===== src/rtl/arb_grant_sequencer.sv =====
`default_nettype none
// ============================================================================
// Module      : arb_grant_sequencer
// Description : Captures a request vector as a batch and grants each set bit
//               once, lowest index first, over a valid/ready handshake.
// Revision    : 1.0 - initial release
// ============================================================================
module arb_grant_sequencer #(
   parameter int N   = 16,
   parameter int IDW = 4,
   parameter int CW  = 5
) (
   input  logic           clk,
   input  logic           rst,
   input  logic [N-1:0]   req_in,
   input  logic           flush,
   output logic [N-1:0]   gnt,
   output logic [IDW-1:0] gnt_id,
   output logic           gnt_valid,
   input  logic           gnt_ready,
   output logic [N-1:0]   pending,
   output logic           busy,
   output logic [CW-1:0]  served_count,
   output logic           batch_done
);

   localparam logic [N-1:0]  c_one_n  = N'(1);
   localparam logic [CW-1:0] c_one_cw = CW'(1);

   typedef enum logic [0:0] {
      S_IDLE  = 1'b0,
      S_SERVE = 1'b1
   } state_t;

   state_t          r_state, w_state_nxt;
   logic [N-1:0]    r_pending, w_pending_nxt;
   logic [CW-1:0]   r_served, w_served_nxt;
   logic            r_done, w_done_nxt;
   logic [N-1:0]    w_lowbit;
   logic [N-1:0]    w_remain;
   logic [IDW-1:0]  w_lowid;
   logic            w_serving;

   // Isolate the lowest set bit; pending is never zero while serving.
   assign w_lowbit  = r_pending & ~(r_pending - c_one_n);
   assign w_remain  = r_pending & ~w_lowbit;
   assign w_serving = (r_state == S_SERVE);

   always_comb begin
      w_lowid = '0;
      for (int i = 0; i < N; i++) begin
         if (w_lowbit[i]) w_lowid = IDW'(i);
      end
   end

   always_comb begin
      w_state_nxt   = r_state;
      w_pending_nxt = r_pending;
      w_served_nxt  = r_served;
      w_done_nxt    = 1'b0;
      case (r_state)
         S_IDLE: begin
            if (!flush && (req_in != '0)) begin
               w_pending_nxt = req_in;
               w_served_nxt  = '0;
               w_state_nxt   = S_SERVE;
            end
         end
         S_SERVE: begin
            // Flush takes precedence over a same-cycle acceptance.
            if (flush) begin
               w_pending_nxt = '0;
               w_state_nxt   = S_IDLE;
            end else if (gnt_ready) begin
               w_pending_nxt = w_remain;
               w_served_nxt  = r_served + c_one_cw;
               if (w_remain == '0) begin
                  w_state_nxt = S_IDLE;
                  w_done_nxt  = 1'b1;
               end
            end
         end
         default: w_state_nxt = S_IDLE;
      endcase
   end

   always_ff @(posedge clk) begin
      if (rst) begin
         r_state   <= S_IDLE;
         r_pending <= '0;
         r_served  <= '0;
         r_done    <= 1'b0;
      end else begin
         r_state   <= w_state_nxt;
         r_pending <= w_pending_nxt;
         r_served  <= w_served_nxt;
         r_done    <= w_done_nxt;
      end
   end

   assign gnt_valid    = w_serving;
   assign gnt          = w_serving ? w_lowbit : '0;
   assign gnt_id       = w_serving ? w_lowid : '0;
   assign pending      = r_pending;
   assign busy         = w_serving;
   assign served_count = r_served;
   assign batch_done   = r_done;

endmodule
`default_nettype wire


===== config.mk =====
export PLATFORM = sky130hd
export DESIGN_NAME = arb_grant_sequencer
export DESIGN_NICKNAME = d
export VERILOG_FILES = /design/src/rtl/arb_grant_sequencer.sv
export SDC_FILE = /design/constraint.sdc
export NUM_CORES = 1
export LEC_CHECK = 0
export ABC_AREA = 0
export CAP_MARGIN = 15
export CELL_PAD_IN_SITES_DETAIL_PLACEMENT = 1
export CELL_PAD_IN_SITES_GLOBAL_PLACEMENT = 2
export CORE_MARGIN = 1.5
export CORE_UTILIZATION = 24
export DETAILED_ROUTE_END_ITERATION = 12
export GPL_ROUTABILITY_DRIVEN = 0
export PLACE_DENSITY = 0.9
export SYNTH_ARGS = -nofsm -noshare
export SYNTH_HDL_FRONTEND = slang
export SYNTH_SLANG_ARGS = --single-unit

===== constraint.sdc =====
create_clock -name clk -period 2.9 [get_ports clk]
set_input_delay 0.29 -clock clk [delete_from_list [all_inputs] [get_ports clk]]
set_output_delay 0.29 -clock clk [all_outputs]
set_load 0.05 [all_outputs]

# Word-level counts from Yosys, hierarchy flattened
# Index checks and enable logic that the tools add are counted.
[totals]
wordCells = 54
reg_bits = 23
in_bits = 20
[classes]
n_bitwise = 6
n_eq_ne = 4
muxes = 31
n_reduce_logical = 7
add_sub_neg = 2
[op_table]
columns = ["operator", "count"]
rows = [
  ["$mux W16", 4],
  ["$mux W4", 14],
  ["$and A16 B16 Y16", 2],
  ["$not A16 Y16", 2],
  ["$pmux W16 S2", 1],
  ["$logic_not A16 Y1", 1],
  ["$reduce_bool A16 Y1", 1],
  ["$sub A16 B1 Y16 const B", 1],
  ["$mux W5", 3],
  ["$pmux W5 S2", 1],
  ["$mux W1", 6],
  ["$ne A2 B2 Y1 const B", 3],
  ["$add A5 B1 Y5 const B", 1],
  ["$reduce_or A4 Y1", 1],
  ["$ne A3 B3 Y1 const B", 1],
  ["$reduce_and A3 Y1", 1],
  ["$mux W2", 1],
  ["$not A1 Y1", 2],
  ["$pmux W1 S2", 1],
  ["$reduce_and A2 Y1", 1],
  ["$logic_and A1 B1 Y1", 1],
  ["$logic_not A1 Y1", 1],
]

# Depth between registers and ports, before layout
# Gate-level depths: netlist (run 1).
[logic_depth]
depth_word = 19
ltp_mapped = 7
mapped_depth_nobuf = 5

# Worst setup path before layout (run 1)
# Ideal clock, no wire load.
[synth_timing]
path_type = "register to output"
startpoint = "reg r_pending[0] (netlist: pending[0])"
endpoint = "out gnt[15]"
setup_slack_ps = -799
path_buffers = 1
path_stages_with_launch = 6
arrival_ps = 3409
required_time_ps = 2610
path_cell_list = "dfxtp_1 -> buf_6 -> or4_4 -> nor4b_4 -> nand2_1 -> nor4b_1"
[synth_via]
elab_chain_len = 4
[synth_lines]
columns = ["element", "line_no", "rtl"]
rows = [
  ["start: declaration", "36", "logic [N-1:0] r_pending, w_pending_nxt;"],
  ["start signal: assignment", "95", "r_pending <= w_pending_nxt;"],
  ["$sub A16 B1 Y16", "45", "assign w_lowbit = r_pending & ~(r_pending - c_one_n);"],
  ["$not A16 Y16", "45", ""],
  ["$and A16 B16 Y16", "45", ""],
  ["$mux W16", "102", "assign gnt = w_serving ? w_lowbit : '0;"],
  ["end: declaration", "17", "output logic [N-1:0] gnt,"],
]
# No other way between the ends.

# Worst setup path in the final report (run 1)
[layout_timing]
startpoint = "reg r_pending[2] (netlist: pending[2])"
endpoint = "out gnt[15]"
# Same word-level chain as after synthesis.

==> results of run 1 <==
[flip-flops by register name, indices dropped and copies added (netlist names)]
name and flops:
batch_done 1, busy 1, pending 16, served_count 5
[synth_stat cells, drive strengths merged (3+ instances only)]
library cell  instances
a21oi                31
nor2                 29
nand2                24
dfxtp                23
o21ai                21
clkbuf                9
nor3                  8
nor4                  8
and3                  6
buf                   5
inv                   5
or3                   4
a31oi                 3
and2                  3
nand2b                3
o21a                  3
or4                   3
xor2                  3
[layout make-up]
class                           count  area, um^2
Fill cell                         751        3730
Multi-Input combinational cell    173         998
Timing Repair Buffer               71         711
Sequential cell                    23         460
Tap cell                           75        93.8
Clock buffer                        4        45.0
Inverter                            5        18.8
[metal layers]
layer | wire, um | global-route usage (%)
met1 | 2730 | 22.2
met2 | 2740 | 28.3
met3 | 275 | 2.29
met4 | 70 | 4.85
met5 | 0 | 0
[tightest hold or removal path, cell delays in order, from the launching register on]
cell and delay, ns:
sky130_fd_sc_hd__dfxtp_1 0.36, sky130_fd_sc_hd__nand2_1 0.07, sky130_fd_sc_hd__a21oi_1 0.05
[power by group]
group / internal [mW] / switching, mW / total, mW / leakage (nW)
sequential: 0.333 / 0.0347 / 0.368 / 0.188
clock: 0.0982 / 0.108 / 0.206 / 0.0228
combinational: 0.158 / 0.258 / 0.416 / 0.634
total: 0.589 / 0.401 / 0.990 / 0.844
[kinds of logic after synthesis]
logic type / synth area share (%)
and+or+nand+nor: 34.7
AOI/OAI and AO/OA: 25.0
DFF: 30.0
buffers and inverters: 6.44
xor gates and xnor gates: 1.71
adders and majority gates: 2.12
[how the worst max path moves through the flow]
stage / slack [ns] / endpoint / start
6_report: 0.14 / gnt[15] / pending[2]
2_1_floorplan: -0.14 / gnt[15] / pending[0]
4_1_cts: 0.13 / gnt[15] / pending[2]
3_3_place_gp: 0.52 / gnt[15] / pending[0]
5_1_grt: 0.01 / gnt[15] / pending[0]
3_5_place_dp: 0.44 / gnt[15] / pending[0]
[per-stage QoR]
stage | setup WS (ns) | power [mW] | area [um^2] | TNS, ns | utilization [%]
floorplan | -0.138 | 0.640 | 1560 | -0.138 | -
global placement | 0.517 | 0.786 | 2280 | 0 | 37.7
detailed placement | 0.442 | 0.791 | 2280 | 0 | 37.7
CTS | 0.131 | 0.997 | 2330 | 0 | 38.4
global route | 0.0117 | 1.04 | 2330 | 0 | 38.4
finish | 0.141 | 0.990 | 2330 | 0 | 38.4
[layout by cell type, fill, tap and decap left out, drive strengths merged, types with 2 or more instances in the layout]
master / Yosys / layout
clkdlybuf4s50: 0 / 51
a21oi: 31 / 31
nor2: 29 / 29
nand2: 24 / 24
dfxtp: 23 / 23
o21ai: 21 / 21
buf: 5 / 20
nor4: 8 / 8
nor3: 8 / 8
and3: 6 / 6
inv: 5 / 5
or3: 4 / 4
clkbuf: 9 / 4
or4: 3 / 3
nand2b: 3 / 3
o21a: 3 / 3
and2: 3 / 3
xor2: 3 / 3
a31oi: 3 / 3
o211ai: 2 / 2
or2: 2 / 2
maj3: 2 / 2
nor2b: 2 / 2
nand4: 2 / 2
nor4b: 2 / 2
==> impl.org, run 1 <==
** Synth
- Area share of the largest cell type after synthesis :: 30.0%
- Yosys warning count :: 0
- Of the synthesized area, sequential elements account for 30.0%.
- Yosys mapped a number of flops with a built-in enable equal to 0.
- After synthesis the netlist holds a flip-flop and latch count of 23.
- Counting every net in the synthesized netlist gives 236.
- Yosys attributes the largest share of cell area to sky130_fd_sc_hd__dfxtp_1, sky130_fd_sc_hd__a21oi_1, sky130_fd_sc_hd__nor2_1.
- Mean cell area of the mapped netlist :: 7.14 um^2
- Main flop type after synthesis :: sky130_fd_sc_hd__dfxtp_1
- Post-synth top area cell :: sky130_fd_sc_hd__dfxtp_1
- After technology mapping, the gate count stands at 215.
- Counting flops with an async set or reset pin after synthesis yields a share of 0%.
- In this run, distinct cell masters in the synthesized netlist total 42.
- Post-synthesis cell area :: 0.00154 mm^2

** Global routing
- Grt ovf :: 0
- Initial antenna violation count :: 0
- Entering global routing, the biggest net connects 24 pins.
- For this run, the total global-route usage over all layers was measured as 16.7%.
- Wire length of the first global-routing pass :: 9.56 mm
- Number of global-route vias before repair :: 1,882

** Min path
- The worst hold path begins at served_count[0].
- Number of cells traversed by the worst hold path :: 2
- Worst hold-check path type :: flip-flop to flip-flop
- The worst hold path terminates at served_count[0].

** Floorplan
- CORE AREA :: 0.00606 mm^2
- Measured along the x axis, the die boundary spans 83.0 um.
- Vert. Die Dim :: 83.0 um
- The floorplan has 28 rows.
- For this configuration, the core starts out at a cell density of 25.3%.
- The die covers 0.00689 mm^2.
- During I/O placement, the number of pins put on the boundary was 64.

** Clock tree
- Count of H-tree levels built during CTS :: 1
- Post-CTS Repair Setup Buffers :: 0
- CTS tree :: done
- Clock-pin slew was measured on the worst setup and hold paths at 0.08 ns.
- Clock Root Buffer :: sky130_fd_sc_hd__clkbuf_8
- Clock tree synthesis inserted a total of 3 buffers.
- The longest clock path from root to sink contains 2 buffers.
- At the later pin of the worst-skew pair, clock insertion delay measures 0.27 ns.
- Count of instances resized after the clock tree is built :: 0
- Hold repair after CTS inserted 0 buffers.
- Clock tree synthesis found a total of 23 sinks.

** Routing
- Detailed Route Iter0 Violations :: 70
- After detailed routing, the number of remaining DRC violations is 0.
- After detailed routing, the number of vias per cell comes to 5.20.
- After detailed routing, the average wire length per cell comes to 16.6 um.
- The first detailed-routing pass ran for 4 iterations.
- For this block, the routed nets add up to 5.82 mm of wire.
- The count of nets left with antenna violations once routing finished came out at 0.
- DR vias :: 1,824

** Timing
- For the pin with the worst max-slew slack, the measured transition is 0.875 ns.
- Setup violations remaining at the end of the flow were counted as 0.
- The hold violation count in the final report came to 0.
- Unrepaired setup endpoints after global routing :: no
- Crit share post-route :: 95.1%
- Relative slew slack :: 41.5%
- Slew Limit Fails :: 0
- Timing would allow up to 0.362 GHz.
- The routed design could run at a clock period as short as 2.76 ns.
- Skew final :: 0.00269 ns
- Hold timing on the final database bottoms out at a slack of 0.517 ns.

** Critical path
- The critical path crosses 5 cells after its start point.
- Data arrival at the endpoint of the critical path :: 2.47 ns
- Number of buffer and inverter stages on the critical path :: 1
- FF-to-FF path depth :: 4
- The worst setup path is launched from a flip-flop.
- Startpoint of the most critical register-to-register path :: pending[2]
- Max stage delay cell, worst path :: sky130_fd_sc_hd__or4_4
- Worst reg-to-reg setup slack :: 0.67 ns
- For this run, the slowest stage of the critical path takes 0.58 ns.
- The worst setup path is captured at an output port.
- Family of cells with the greatest summed delay on the critical path :: simple AND/OR/NAND/NOR gates
- STA puts the critical path data required time at 2.61 ns.
- Reg-to-reg endpoint :: batch_done
- The signal on the critical path passes through or4_4, nor4b_4, nand2_1, nor4b_2, buf_12.
- The worst setup path is of the flip-flop to output port kind.
- Of all nets on the critical path, the largest fanout is 12.

** Place
- Counting tap cells, the placed design contains a total of 347 instances.
- Port Buf Inserts :: 63
- The wire-length estimate of the detail-placed layout is 4.48 mm.

** Layout
- Area added between synthesis and finish :: 51.6%
- The number of antenna diodes in the final layout is 0.
- At the end of the flow, the number of nets in the layout was 298.
- In the final layout, the share of cells above drive strength 1 is 13.4%.
- Post-route non-filler standard cell count :: 351

** Run
- Across the run, the number of max-cap violations was 0.

** Power
- In this run the static leakage power is 0.844 nW.
- Maximum ir drop on the vdd rail :: 0.189 mV
- Power per cell area :: 425 mW/mm^2

** Outcome
- The flow ran to the end, and the final reports show no timing, DRC or antenna violations.
(Power assumes the default switching activity.)
==> inputs of run 2 (changes only) <==
- SLEW_MARGIN: default -> 15
==> results of run 2 <==
No change in the layout: final DEF, timing and power equal those of run 1.
